File: src/rtl/pix_stream_pkg.sv
// pix_stream_pkg
// Shared types for the pixel stream transmitter:
//   pixel_t    - 24-bit RGB 8:8:8 pixel, R in [23:16]
//   pix_beat_t - one output beat: pixel plus start-of-frame / end-of-line markers
//   tx_state_t - transmitter FSM states
package pix_stream_pkg;

    typedef logic [23:0] pixel_t;

    typedef struct packed {
        pixel_t pix;
        logic   sof;
        logic   eol;
    } pix_beat_t;

    typedef enum logic [1:0] {
        IDLE,
        RUN,
        DRAIN
    } tx_state_t;

endpackage

File: src/rtl/pix_skid_buf.sv
// pix_skid_buf
// Two-entry fall-through FIFO of pix_beat_t sitting between the frame RAM
// read port and the valid/ready output.
// Ports:
//   clk, rst   clock, asynchronous active-low reset
//   push       beat_in is written this cycle
//   beat_in    incoming beat
//   pop        head beat is consumed this cycle
//   beat_out   head beat (beat_in itself while empty)
//   count      entries held (0..2)
module pix_skid_buf
    import pix_stream_pkg::*;
(
    input  logic       clk,
    input  logic       rst,
    input  logic       push,
    input  pix_beat_t  beat_in,
    input  logic       pop,
    output pix_beat_t  beat_out,
    output logic [1:0] count
);

    pix_beat_t store_mem [2];
    logic      rd_ptr;
    logic      wr_ptr;
    logic      store;
    logic      deq;

    // While empty, an incoming beat popped in the same cycle passes straight
    // through and is never stored.
    assign store    = push && !((count == 2'd0) && pop);
    assign deq      = pop && (count != 2'd0);
    assign beat_out = (count == 2'd0) ? beat_in : store_mem[rd_ptr];

    always_ff @(posedge clk) begin
        if (store) begin
            store_mem[wr_ptr] <= beat_in;
        end
    end

    always_ff @(posedge clk or negedge rst) begin
        if (!rst) begin
            rd_ptr <= 1'b0;
            wr_ptr <= 1'b0;
            count  <= 2'd0;
        end else begin
            if (store) begin
                wr_ptr <= ~wr_ptr;
            end
            if (deq) begin
                rd_ptr <= ~rd_ptr;
            end
            count <= count + 2'(store) - 2'(deq);
        end
    end

endmodule

File: src/rtl/pixel_stream_tx.sv
// pixel_stream_tx
// Streams one frame in raster order from a synchronous frame RAM (1-cycle
// read latency) as valid/ready beats with start-of-frame and end-of-line
// markers. One start pulse per frame; done pulses after the last handshake.
// Ports:
//   clk, rst                  clock, asynchronous active-low reset
//   start                     one-cycle frame request (ignored while busy)
//   busy, done                frame in progress / one-cycle completion pulse
//   mem_rd, mem_addr          RAM read strobe and address (y*WIDTH + x)
//   mem_data                  RAM read data, valid the cycle after mem_rd
//   pix_out, pix_valid        output beat and its valid
//   pix_ready                 downstream accept
//   pix_sof, pix_eol          first pixel of frame / last pixel of line
// Configuration macro PIX_TX_TEST_PATTERN_EN: when defined, the RAM is not
// read and each pixel is {x[7:0], y[7:0], 8'h00}, with identical timing.
module pixel_stream_tx
    import pix_stream_pkg::*;
#(
    parameter int WIDTH  = 640,
    parameter int HEIGHT = 480,
    parameter int PIX_W  = 24,
    parameter int ADDR_W = $clog2(WIDTH * HEIGHT)
) (
    input  logic              clk,
    input  logic              rst,
    input  logic              start,
    output logic              busy,
    output logic              done,
    output logic              mem_rd,
    output logic [ADDR_W-1:0] mem_addr,
    input  logic [PIX_W-1:0]  mem_data,
    output logic [PIX_W-1:0]  pix_out,
    output logic              pix_valid,
    input  logic              pix_ready,
    output logic              pix_sof,
    output logic              pix_eol
);

    localparam int XW = (WIDTH  > 1) ? $clog2(WIDTH)  : 1;
    localparam int YW = (HEIGHT > 1) ? $clog2(HEIGHT) : 1;

    tx_state_t     state;
    logic [XW-1:0] x;
    logic [YW-1:0] y;
    logic          inflight;
    logic          sof_q;
    logic          eol_q;
    logic [1:0]    count;
    logic          pop;
    logic          rd_issue;
    logic          last_rd;
    logic [2:0]    remaining;
    pix_beat_t     beat_in;
    pix_beat_t     beat_out;

    // Beats still owed downstream after this cycle's pop; reads are issued
    // only while that stays below the buffer depth, so it never overflows.
    assign pix_valid = (count != 2'd0) || inflight;
    assign pop       = pix_valid && pix_ready;
    assign remaining = 3'(count) + 3'(inflight) - 3'(pop);
    assign rd_issue  = (state == RUN) && (remaining < 3'd2);
    assign last_rd   = (x == XW'(WIDTH - 1)) && (y == YW'(HEIGHT - 1));

`ifdef PIX_TX_TEST_PATTERN_EN
    pixel_t pat_q;

    always_ff @(posedge clk or negedge rst) begin
        if (!rst) begin
            pat_q <= '0;
        end else if (rd_issue) begin
            pat_q <= {8'(x), 8'(y), 8'h00};
        end
    end

    assign mem_rd = 1'b0;

    always_comb begin
        beat_in     = '0;
        beat_in.pix = pat_q;
        beat_in.sof = sof_q;
        beat_in.eol = eol_q;
    end
`else
    assign mem_rd = rd_issue;

    always_comb begin
        beat_in     = '0;
        beat_in.pix = pixel_t'(mem_data);
        beat_in.sof = sof_q;
        beat_in.eol = eol_q;
    end
`endif

    pix_skid_buf u_buf (
        .clk      (clk),
        .rst      (rst),
        .push     (inflight),
        .beat_in  (beat_in),
        .pop      (pop),
        .beat_out (beat_out),
        .count    (count)
    );

    assign pix_out = pix_valid ? PIX_W'(beat_out.pix) : '0;
    assign pix_sof = pix_valid && beat_out.sof;
    assign pix_eol = pix_valid && beat_out.eol;

    always_ff @(posedge clk or negedge rst) begin
        if (!rst) begin
            state    <= IDLE;
            busy     <= 1'b0;
            done     <= 1'b0;
            inflight <= 1'b0;
            sof_q    <= 1'b0;
            eol_q    <= 1'b0;
            x        <= '0;
            y        <= '0;
            mem_addr <= '0;
        end else begin
            done     <= 1'b0;
            inflight <= rd_issue;

            // Markers are captured with the read so they arrive alongside its data.
            if (rd_issue) begin
                sof_q    <= (x == '0) && (y == '0);
                eol_q    <= (x == XW'(WIDTH - 1));
                mem_addr <= mem_addr + ADDR_W'(1);
                if (x == XW'(WIDTH - 1)) begin
                    x <= '0;
                    y <= (y == YW'(HEIGHT - 1)) ? '0 : y + YW'(1);
                end else begin
                    x <= x + XW'(1);
                end
            end

            case (state)
                IDLE: begin
                    // busy stays high through the done cycle, which masks start.
                    if (done) begin
                        busy <= 1'b0;
                    end else if (start) begin
                        state    <= RUN;
                        busy     <= 1'b1;
                        x        <= '0;
                        y        <= '0;
                        mem_addr <= '0;
                    end
                end
                RUN: begin
                    if (rd_issue && last_rd) begin
                        state <= DRAIN;
                    end
                end
                DRAIN: begin
                    if (remaining == 3'd0) begin
                        state <= IDLE;
                        done  <= 1'b1;
                    end
                end
                default: state <= IDLE;
            endcase
        end
    end

endmodule

File: config.mk
export PLATFORM = sky130hd
export DESIGN_NAME = pixel_stream_tx
export DESIGN_NICKNAME = d
export VERILOG_FILES = /design/src/rtl/pix_stream_pkg.sv /design/src/rtl/pix_skid_buf.sv /design/src/rtl/pixel_stream_tx.sv
export SDC_FILE = /design/constraint.sdc
export NUM_CORES = 1
export LEC_CHECK = 0
export CORE_MARGIN = 5
export CORE_UTILIZATION = 40
export CTS_CLUSTER_DIAMETER = 150
export DETAILED_ROUTE_END_ITERATION = 16
export SYNTH_ARGS = -nofsm -noshare
export SYNTH_HDL_FRONTEND = slang
export SYNTH_SLANG_ARGS = --single-unit
File: constraint.sdc
create_clock -name clk -period 9.5 [get_ports clk]
set_clock_uncertainty 0.1 [all_clocks]
set_input_delay 1.425 -clock clk [delete_from_list [all_inputs] [get_ports clk]]
set_output_delay 1.425 -clock clk [all_outputs]
set_load 0.05 [all_outputs]
======== Yosys cells after proc, flatten, opt, wreduce, memory -nomap -nowiden ========
Memories as Yosys holds them, arrays and structs flattened.
Index checks and enable logic that the tools add are counted.
word-level totals
  memories ................................ 1
  RAM bits ................................ 52
  flip-flop bits (word level) ............. 49
  word-level logic and storage cells ...... 80
  output and inout port bits .............. 49
  input port bits ......................... 28
memories
  memory           words  width  rd ports  clocked after Yosys merged registers in  wr ports  line                source
  u_buf.store_mem  2      26     1         0                                        1         pix_skid_buf.sv:23  pix_beat_t store_mem [2];
operators by class
  muxes and demuxes ....................... 28
  equality and inequality tests ........... 8
  bitwise operators ....................... 2
  add/sub/neg operators ................... 7
  reductions and logical operators ........ 21
  magnitude comparators ................... 1
operators by type and width
  cell                                                 count
  2-to-1 mux 19 bit                                    4
  2-to-1 mux 9 bit                                     6
  2-to-1 mux 10 bit                                    5
  2-to-1 mux 26 bit                                    1
  2-to-1 mux 24 bit                                    1
  adder 19 x 1 -> 19 bit (second input constant)       1
  adder 10 x 1 -> 10 bit (second input constant)       1
  == test 10 bit (second input constant)               1
  logical AND 1 bit                                    10
  zero test 10 bit                                     1
  adder 9 x 1 -> 9 bit (second input constant)         1
  == test 9 bit (second input constant)                1
  zero test 9 bit                                      1
  2-to-1 mux 2 bit                                     4
  2-to-1 mux 1 bit                                     6
  != test 2 bit (second input constant)                3
  one-hot mux 2 bit (3 select lines)                   1
  zero test 2 bit                                      2
  AND reduction 4 bit                                  1
  nonzero test 2 bit                                   2
  adder 2 x 1 -> 3 bit                                 1
  zero test 3 bit                                      1
  < comparator 3 x 2 -> 1 bit (second input constant)  1
  subtractor 3 x 1 -> 3 bit                            1
  9 further kinds                                      10

======== Longest topological paths before layout ========
  word-level depth ........................ 10
  gate-level depth with buffers ........... 14
  depth with buffers taken out ............ 12

======== Cells and area by module ========
A second synthesis with hierarchy kept.
unflattened totals
  cell total of the unflattened synthesis .. 454
  area total of the unflattened synthesis .. 5146.2 um^2
by module, submodules not included
  module           area each (um^2)  cells an instance  seq. area each (um^2)  times used
  pixel_stream_tx  2735.1            291                1126.1                 1
  pix_skid_buf     2411.1            163                1661.6                 1

======== Least setup slack after synthesis ========
No wires, ideal clock.
  kind .................................... input to output
  from .................................... in pix_ready
  to ...................................... out mem_rd
  stages on the path ...................... 9
  buffers on the path ..................... 0
  setup slack ............................. 4.513 ns
  arrival ................................. 3.462 ns
  required time ........................... 7.975 ns
  cell sequence ........................... and2_1 ha_1 inv_1 ha_1 inv_1 fa_1 xnor2_2 nand2_1 inv_1
on the way
  word-level cells in the longest chain between the ends .. 4
RTL lines
  item                         line                   source
  start, declared              pixel_stream_tx.sv:34  input logic pix_ready,
  logical AND 1 bit            pixel_stream_tx.sv:59  assign pop = pix_valid && pix_ready;
  subtractor 3 x 1 -> 3 bit    pixel_stream_tx.sv:60  assign remaining = 3'(count) + 3'(inflight) - 3'(pop);
  < comparator 3 x 2 -> 1 bit  pixel_stream_tx.sv:61  assign rd_issue = (state == RUN) && (remaining < 3'd2);
  logical AND 1 bit            pixel_stream_tx.sv:61
  end, declared                pixel_stream_tx.sv:29  output logic mem_rd,
Every way passes these cells.

======== Final worst setup path ========
Same ends and word-level chain as after synthesis.

==> results.yml <==
status:
  status: "completed"
finish:
  final_common_cell: "clkdlybuf4s50_1"
  synthToLayoutAreaGrowth_pct: 25.0
  diodes: 0
  design_area_sq_mm: 0.00596
  final_nets: 527
  final_cell_mix: "clkdlybuf4s50_1, edfxtp_1, dfrtp_1, o21ai_0, nand3_1"
  drive_gt1_frac: 0.0567
power:
  leakagePower_nw: 2.26
  ir_worst_vdd_mv: 0.153
  power.density_mw_per_mm2: 304
  total_power_mw: 1.81
sta:
  timing.fmax_mhz: 161
  finalSetupViolCount: 0
  setup_slack_ns: 3.27
  tightest_slew_ns: 1.03
  hold_ws_ns: 0.410
  hold_violations: 0
  drv_slew: 0
  relSlewSlack: 0.304
  fin_setup_tns_ns: 0
  fin_crit_ns: 6.23
  rsz0062_at_grt: "no"
  fin_crit_sh: 0.656
cts:
  path_clk_slew_ns: 0.07
  tritoncts: "built"
  ctsRootBufferMaster: "clkbuf_16"
  cts_resized: 0
  cts_sinks: 101
  cts_hold_buf: 0
  cts_buffers: 9
  clock_path_buffers: 2
  cts_setup_buffers: 0
  clock_latency_ns: 0.34
  htreeDepth: 3
synth:
  synth-adder-area-share: 0.0278
  synthXorXnorAreaFrac: 0.0422
  synthMuxAreaShare: 0.0567
  synth_compound_area_frac: 0.0861
  yosys_warnings: 0
  synth.largest_area_cell: "edfxtp_1"
  syn_inst: 415
  synth_seq_cells: 101
  synth_top_family_by_area: "simple AND/OR/NAND/NOR gates"
  ys_seq_area_frac: 0.585
  yosysTopAreaCellShare: 0.327
  synth_area_sq_mm: 0.00477
  synth_area_per_cell_sq_um: 11.5
  synth-simple-area-share: 0.176
  syn_nets: 453
  synth_area_leaders: "edfxtp_1, dfrtp_1, mux2i_1, o21ai_0, nand3_1"
  ys_types: 43
route:
  dr.pass1.iters: 4
  drc: 0
  dr_total_vias: 3512
  wl_microns: 10700
  post_drt_wl_per_cell_microns: 16.8
  via_per_inst: 5.51
  drt_iter0_drc: 211
  antenna_left: 0
die:
  floorplan.initialDensity: 0.412
  pin_count: 77
  die_area_sq_mm: 0.0142
  die_h_microns: 119
  die_w_microns: 119
  core_area_sq_mm: 0.0116
  fp-row-count: 39
setup_path:
  crit_slowest_cell: "clkdlybuf4s50_1"
  critPathArrivalTime_ns: 4.70
  cp.required_ns: 7.98
  startpoint: "pix_ready"
  cpMostUsedCell: "inv_1"
  r2r_end: "y[4]"
  cp_cell_sequence: "clkdlybuf4s50_1, and2_1, ha_1, inv_1, ha_1, inv_1, fa_1, xnor2_2, nand2_1, inv_1, clkdlybuf4s50_1"
  cpPeakStageDelay_ns: 0.85
  critical_path.startpoint_type: "input pin"
  rrSetupSlack_ns: 5.16
  r2r-start: "inflight"
  ff2ff_path_depth: 11
  cp_max_fo: 9
  crit_path_end_kind: "output port"
  crit_type: "input pin to output port"
global_routing:
  grt_use_total: 0.153
  grt_first_pass_wirelength_microns: 17900
  antenna_found_initial: 0
  grt.overflow.total: 0
  grt_max_degree: 55
  first_global_vias: 3491
worst_hold_path:
  hold_path_end: "u_buf.wr_ptr"
  hold_class: "flip-flop to flip-flop"
  hold-path-cell-count: 1
  worstHoldStart: "u_buf.wr_ptr"
place:
  place_ws_ns: 3.27
  place_area_sq_mm: 0.00569
  gp_congestion: 0.789
  portBuffers: 76
  dp_hpwl_microns: 7070
flow_run:
  cap_violations: 0
## worst max-delay path, delay by kind of cell
family,cells,cell delay (ns)
buffers and inverters,5,1.61
and+or+nand+nor,2,0.38
xor gates and xnor gates,1,0.40
adders and majority gates,3,0.87
## routing by layer
| metal | part of all wire | wire (microns) | vias to the layer above | track usage |
|---|---|---|---|---|
| met3 | 0.055 | 583 | 18 | 0.0318 |
| met4 | 0.019 | 198 | 0 | 0.0594 |
| met5 | 0 | 0 | - | 0 |
| met1 | 0.49 | 5190 | 1686 | 0.217 |
| li1 | - | - | 1692 | - |
| met2 | 0.44 | 4700 | 116 | 0.232 |
## synth_stat cells, drive strengths merged
library cell,number
a21boi,2
a21oi,20
a311oi,1
a31oi,1
and2,2
and2b,1
and3,3
and3b,1
and4,4
and4b,1
buf,4
clkbuf,14
dfrtp,49
edfxtp,52
fa,1
ha,9
inv,14
mux2i,27
nand2,28
nand3,38
nand3b,3
nand4,12
nand4b,1
nand4bb,1
nor2,18
nor2b,3
nor3,4
nor3b,1
nor4,5
nor4b,2
o211ai,4
o21ai,41
o31ai,6
or2,1
or3,10
or4,11
xnor2,13
xor2,7
## flip-flops by register name, summed over array words and instances (netlist names), 2 cells and up
| register | flops |
|---|---|
| u_buf.store_mem | 52 |
| mem_addr | 19 |
| x | 10 |
| y | 9 |
| state | 2 |
| u_buf.count | 2 |
## logic make-up after synthesis
family | count (synthesis)
mux | 27
simple gates | 150
xor+xnor | 20
compound gates | 75
buf+inv | 32
fa+ha+maj | 10
flops | 101
## worst max path at each step
stage / end / slack (ns) / cells after the start
after floorplan: mem_rd / 4.51 / 9
after global placement: mem_rd / 3.33 / 11
after detailed placement: mem_rd / 3.27 / 11
after CTS: mem_rd / 3.25 / 11
after global routing: mem_rd / 3.05 / 11
final: mem_rd / 3.27 / 11
## cell type report
| class | instances | area, sq um |
|---|---|---|
| Clock inverter | 6 | 46.3 |
| Timing Repair Buffer | 81 | 793 |
| Inverter | 14 | 52.6 |
| Tap cell | 143 | 179 |
| Multi-Input combinational cell | 282 | 1870 |
| Sequential cell | 101 | 2790 |
| Fill cell | 1030 | 5600 |
| Clock buffer | 10 | 229 |
## report_power, final
| group | internal (mW) | switching, mW | total, mW |
|---|---|---|---|
| logic | 0.283 | 0.573 | 0.856 |
| clock network | 0.180 | 0.164 | 0.344 |
| registers | 0.541 | 0.0703 | 0.612 |
## stage by stage
| step | utilization | cells |
|---|---|---|
| final | 0.516 | 637 |
| after global routing | 0.516 | 637 |
| after CTS | 0.516 | 637 |
| after detailed placement | 0.492 | 621 |
| after global placement | 0.492 | 621 |
| after floorplan | - | 415 |
(Power assumes the default switching activity.)
